===== src/rtl/dog_subtractor.sv =====
// Difference-of-Gaussians builder: walks every pixel of two blurred images and
// emits sharper - fuzzier as a signed 9-bit value with a write strobe.
module dog_subtractor #(
  parameter int DIMENSION    = 128,
  parameter int BRAM_LATENCY = 2
) (
  input  logic        clk,
  input  logic        rst_in,
  input  logic        bram_ready,
  input  logic [7:0]  sharper_pix,
  input  logic [7:0]  fuzzier_pix,
  output logic        busy,
  output logic [13:0] address,
  output logic [8:0]  data_out,
  output logic [1:0]  state_num,
  output logic        wea
);

  // state | meaning
  // IDLE  | waiting for bram_ready, address parked at 0
  // WAIT  | address stable, letting BRAM read data settle
  // WRITE | one-cycle write strobe of the registered difference
  // DONE  | one-cycle tail of the pass before returning to IDLE
  typedef enum logic [1:0] {
    IDLE  = 2'd0,
    WAIT  = 2'd1,
    WRITE = 2'd2,
    DONE  = 2'd3
  } state_t;

  localparam logic [13:0] LAST_ADDR = 14'(DIMENSION * DIMENSION - 1);
  localparam logic [7:0]  WAIT_LAST = 8'(BRAM_LATENCY - 1);

  state_t      r_state;
  state_t      w_next;
  logic [13:0] r_addr;
  logic [7:0]  r_wait_cnt;
  logic [8:0]  r_data;
  logic        w_wait_done;
  logic        w_last_pix;
  logic [8:0]  w_diff;

  assign w_wait_done = (r_wait_cnt == WAIT_LAST);
  assign w_last_pix  = (r_addr == LAST_ADDR);
  assign w_diff      = {1'b0, sharper_pix} - {1'b0, fuzzier_pix};

  always_comb begin
    w_next = r_state;
    case (r_state)
      IDLE:    if (bram_ready) w_next = WAIT;
      WAIT:    if (w_wait_done) w_next = WRITE;
      WRITE:   w_next = w_last_pix ? DONE : WAIT;
      DONE:    w_next = IDLE;
      default: w_next = IDLE;
    endcase
  end

  always_ff @(posedge clk or negedge rst_in) begin
    if (!rst_in) begin
      r_state    <= IDLE;
      r_addr     <= 14'd0;
      r_wait_cnt <= 8'd0;
      r_data     <= 9'd0;
    end else begin
      r_state <= w_next;
      case (r_state)
        IDLE: begin
          if (bram_ready) begin
            r_addr     <= 14'd0;
            r_wait_cnt <= 8'd0;
          end
        end
        WAIT: begin
          // Difference is captured on the edge that enters WRITE.
          if (w_wait_done) r_data <= w_diff;
          else             r_wait_cnt <= r_wait_cnt + 8'd1;
        end
        WRITE: begin
          if (!w_last_pix) begin
            r_addr     <= r_addr + 14'd1;
            r_wait_cnt <= 8'd0;
          end
        end
        DONE: begin
          r_addr <= 14'd0;
        end
        default: r_addr <= 14'd0;
      endcase
    end
  end

  assign busy      = (r_state != IDLE);
  assign wea       = (r_state == WRITE);
  assign address   = r_addr;
  assign data_out  = r_data;
  assign state_num = r_state;

endmodule


===== config.mk =====
export PLATFORM = sky130hd
export DESIGN_NAME = dog_subtractor
export DESIGN_NICKNAME = d
export VERILOG_FILES = /design/src/rtl/dog_subtractor.sv
export SDC_FILE = /design/constraint.sdc
export NUM_CORES = 1
export LEC_CHECK = 0
export CORE_MARGIN = 3
export CORE_UTILIZATION = 45
export CTS_BUF_LIST = sky130_fd_sc_hd__clkbuf_4 sky130_fd_sc_hd__clkbuf_8
export CTS_CLUSTER_DIAMETER = 30
export DETAILED_ROUTE_END_ITERATION = 12
export MAX_ROUTING_LAYER = met4
export PLACE_DENSITY = 0.78
export SLEW_MARGIN = 15
export SYNTH_ARGS = -nofsm -noshare
export SYNTH_HDL_FRONTEND = slang
export SYNTH_SLANG_ARGS = --single-unit

===== constraint.sdc =====
create_clock -name clk -period 4.2 [get_ports clk]
set_input_delay 0.63 -clock clk [delete_from_list [all_inputs] [get_ports clk]]
set_output_delay 0.63 -clock clk [all_outputs]
set_load 0.005 [all_outputs]

After elaboration in Yosys (flattened, before gate mapping)
Index checks and enable logic that the tools add are counted.
{"block": "classes", "n_addsub": 3, "muxes": 11, "eq_ne": 9, "reduce_logical": 8}
{"cell": "case mux 14 bit (3 select lines)", "count": 1}
{"cell": "two-way mux 14 bit", "count": 2}
{"cell": "two-way mux 8 bit", "count": 3}
{"cell": "case mux 8 bit (3 select lines)", "count": 1}
{"cell": "adder 14 x 1 -> 14 bit, second input constant", "count": 1}
{"cell": "equality test 14 bit, second input constant", "count": 1}
{"cell": "subtractor 8 x 8 -> 9 bit", "count": 1}
{"cell": "adder 8 x 1 -> 8 bit, second input constant", "count": 1}
{"cell": "equality test 8 x 1 -> 1 bit, second input constant", "count": 1}
{"cell": "!= test 2 bit, second input constant", "count": 4}
{"cell": "case mux 2 bit (4 select lines)", "count": 1}
{"cell": "two-way mux 2 bit", "count": 3}
{"cell": "nonzero test 3 bit", "count": 2}
{"cell": "equality test 2 bit, second input constant", "count": 2}
{"cell": "AND reduction 2 bit", "count": 2}
{"cell": "AND reduction 4 bit", "count": 1}
{"cell": "AND reduction 3 bit", "count": 1}
{"cell": "equality test 2 x 1 -> 1 bit, second input constant", "count": 1}
{"cell": "logical NOT 2 bit", "count": 1}
{"cell": "nonzero test 2 bit", "count": 1}
{"block": "word_totals", "inputBits": 19, "output_inout_bits": 27, "regBits": 33, "wordCells": 35}

Logic depth before layout (Yosys ltp)
{"block": "depth", "depth_word": 3, "ltp_mapped": 8, "ltp_nobuf": 8}

Worst setup path before layout
OpenSTA, ideal clock, no wires.
{"block": "synth_timing", "kind": "input to register", "start": "input sharper_pix[0]", "end": "register r_data[8] (netlist: data_out[8])", "setup_time_ns": 0.124, "path_stages": 8, "arrival_time_ns": 2.049, "path_slack_ns": 2.027, "required_ns": 4.076, "path_buffers": 0, "path_cell_list": "inv_1 -> ha_1 -> fa_1 -> nor2b_4 -> o31ai_1 -> a21oi_1 -> a2111oi_2 -> a211o_1"}
{"block": "synth_via", "elab_chain_len": 1}
{"item": "start, declared", "line_no": "10", "text": "input logic [7:0] sharper_pix,"}
{"item": "subtractor 8 x 8 -> 9 bit", "line_no": "45", "text": "assign w_diff = {1'b0, sharper_pix} - {1'b0, fuzzier_pix};"}
{"item": "end signal, assigned", "line_no": "75", "text": "if (w_wait_done) r_data <= w_diff;"}
{"item": "end, declared", "line_no": "38", "text": "logic [8:0] r_data;"}
Every way passes these cells.
A chain may end at the register's enable or synchronous reset.

Worst setup path in the final report
{"block": "layout_timing", "start": "register r_state[0] (netlist: state_num[0])", "end": "output wea"}
{"block": "layout_via", "elab_chain_len": 1}
{"item": "start, declared", "line_no": "34", "text": "state_t r_state;"}
{"item": "start signal, assigned", "line_no": "65", "text": "r_state <= w_next;"}
{"item": "equality test 2 bit", "line_no": "93", "text": "assign wea = (r_state == WRITE);"}
{"item": "end, declared", "line_no": "16", "text": "output logic wea"}
Every way passes these cells.

==> run_results.csv <==
group,metric,value,unit
synthesis,synth_edf_count,0,
die,start_util,48.7,%
worst_setup_path,crit_slowest_cell,"clkdlybuf4s50_1",
pwr,vdd_drop_max,0.248,mV
pwr,p_sw_share,33.9,%
sta,clock_skew,0.00811,ns
pwr,power.switching,0.453,mW
placement,place_area,0.00250,mm²
grt,track_usage,17.3,%
synthesis,synth_cell_types,48,
synthesis,synth_fp_nets,251,
die,boundaryPins,46,
clocking,ctsHtreeMaxLevel,2,
clocking,postCtsHoldBufs,0,
worst_setup_path,cp_data_required_time,3.57,ns
die,die_h,73.2,µm
synthesis,yosysSeqAreaShare,40.6,%
routing,drt_iter0_markers,92,
worst_setup_path,path_cells,"nand2b_2, clkinv_1, clkdlybuf4s50_1",
die,die_area,0.00536,mm²
placement,place_hpwl,3100,µm
clocking,cts_max_path_buffers,2,
die,core_area,0.00417,mm²
routing,wl_per_cell,13.3,µm
sta,post-route-period-util,64.5,%
cells_and_area,areaGrowthSynthToFinish,29.1,%
pwr,p_seq_share,37.2,%
clocking,cts_root_buf,"clkbuf_8",
synthesis,ys_warn_count,0,
worst_setup_path,end_kind,"output pin",
cells_and_area,drive_gt1_share,8.61,%
synthesis,synthCells,220,
die,row_count,23,
synthesis,synth_area,0.00203,mm²
synthesis,yosysTopAreaCell,"dfrtp_1",
synthesis,synth_top_area_share,40.6,%
sta,timing.fmax,369,MHz
sta,finalSetupTns,0,ns
routing,num_vias,1774,
synthesis,async_flop_share,100,%
pwr,power_leakage,1.15,nW
worst_setup_path,start_kind,"register",
worst_setup_path,max_stage_delay,0.54,ns
pwr,power,1.34,mW
routing,post-route-drc-count,0,
pwr,combPwrFrac,39.4,%
sta,min_period,2.71,ns
synthesis,synthTopCellsByArea,"dfrtp_1 (41%), o21ai_0 (7.9%), ha_1 (6.8%)",
sta,tightest_slew,0.753,ns
pwr,powerDensity,509,mW/mm²
routing,antenna_left,0,
sta,relSlewSlack,49.6,%
clocking,cts_made_buffers,5,
pwr,p_int,0.882,mW
cells_and_area,final_common_cell,"clkdlybuf4s50_1",
clocking,cts_setup_buffers,0,
clocking,clk_pin_slew,0.06,ns
sta,setup_viol,0,
cells_and_area,final_nets,297,
placement,io_buffers,45,
synthesis,avgSynthCellArea,9.24,µm²
grt,antenna_found_initial,0,
worst_setup_path,crit_type,"reg2out",
grt,grt_max_degree,34,
job,maxCapViolCount,0,
routing,drt-vias-per-instance,5.60,
grt,grt_pass1_wl,7120,µm
pwr,power.share.clock,23.4,%
synthesis,ys_ff_latch,33,
cells_and_area,mostFrequentLayoutCells,"clkdlybuf4s50_1 (45), dfrtp_1 (33), o21ai_0 (32)",
sta,finalHoldViolations,0,
status,status,"complete, no violations",
hold_path,hold_path_class,"reg2reg",
clocking,post_cts_resized,0,
routing,wirelength,4210,µm
grt,grt_pass1_vias,1648,
clocking,clkLatencyLatePin,0.29,ns
cells_and_area,nFillCells,364,
clocking,cts_tree,"done",
sta,rsz0062_at_grt,"no",
sta,slew_violations,0,
synthesis,ys.flop_type,"dfrtp_1",
cells_and_area,antenna_cells,0,
routing,first_pass_iters,4,
die,die_x,73.2,µm
cells_and_area,finalInstanceArea,0.00262,mm²
grt,grt.overflow.total,0,
worst_setup_path,worstPathArrival,2.08,ns
clocking,cts_sinks,33,
placement,gp_congestion,0.803,
worst_setup_path,critical_path.max_fanout,15,
[layout make-up]
| cell class | count | area (µm²) | share of cell area (%) |
|---|---|---|---|
| clock inverter | 1 | 30.0 | 1.14 |
| tap | 50 | 62.6 | 2.38 |
| inverter | 11 | 41.3 | 1.57 |
| sequential | 33 | 826 | 31.5 |
| multi-input combinational | 169 | 1120 | 42.5 |
| timing repair buffer | 46 | 458 | 17.5 |
| clock buffer | 7 | 90.1 | 3.43 |
[metrics by stage]
stage	worst slack (ns)	hold slack (ns)	std cells	util (%)
floorplan	2.03	0.334	220	-
detailed placement	1.42	0.469	309	60.0
CTS	1.49	0.484	317	62.9
global placement	1.47	0.462	309	60.0
finish	1.49	0.477	317	62.9
global route	1.39	0.503	317	62.9
[flip-flops by register name (all words and copies together) (netlist names)]
register and count:
data_out 9, r_wait_cnt 8, address 14, state_num 2
[metal layers]
layer	wire [µm]	GRT usage, %
met1	1980	21.6
met2	1910	27.0
met3	254	3.44
met4	57	7.58
met5	0	-
[logic make-up after synthesis]
logic type / Yosys count / synth area share [%]
buffers and inverters: 18 / 4.43
flip-flops: 33 / 40.6
adder cells (fa/ha/maj): 12 / 7.76
XOR/XNOR: 5 / 2.16
AO/OA/AOI/OAI: 75 / 23.5
multiplexers: 1 / 0.554
AND/OR/NAND/NOR: 76 / 20.9
[cell usage after synthesis, types with 3 or more instances]
master and instances:
a21oi_1 15, buf_2 3, nand3_1 7, a31oi_1 8, ha_1 11, nand4_1 6
nand2_1 20, buf_4 3, xor2_1 3, nor2_1 20, inv_1 10, o31ai_1 5
dfrtp_1 33, and3_1 6, o21ai_0 32
[critical path, delay by kind of cell, from the launching register on]
| kind | cells | cell delay (ns) |
|---|---|---|
| buffers and inverters | 2 | 0.88 |
| DFF | 1 | 0.52 |
| and+or+nand+nor | 1 | 0.40 |
[power by group through the flow]
stage	Clock, mW	Combinational [mW]	Sequential, mW
after floorplan	0	0.332	0.483
after CTS	0.321	0.533	0.497
final	0.313	0.526	0.496
after global routing	0.331	0.589	0.509
after detailed placement	0	0.532	0.500
after global placement	0	0.519	0.498
[final timing paths]
check                           slack [ns]           from  cells after the start          end
worst max-delay path                  1.49   state_num[0]                      3          wea
worst min-delay path                  0.48    data_out[7]                      2  data_out[7]
worst max register to register        1.97  r_wait_cnt[3]                      4  data_out[8]
worst min register to register        0.48    data_out[7]                      2  data_out[7]
max in group asynchronous             3.16         rst_in                      2  data_out[6]
min in group asynchronous             0.74         rst_in                      2  address[12]
(Power assumes the default switching activity.)
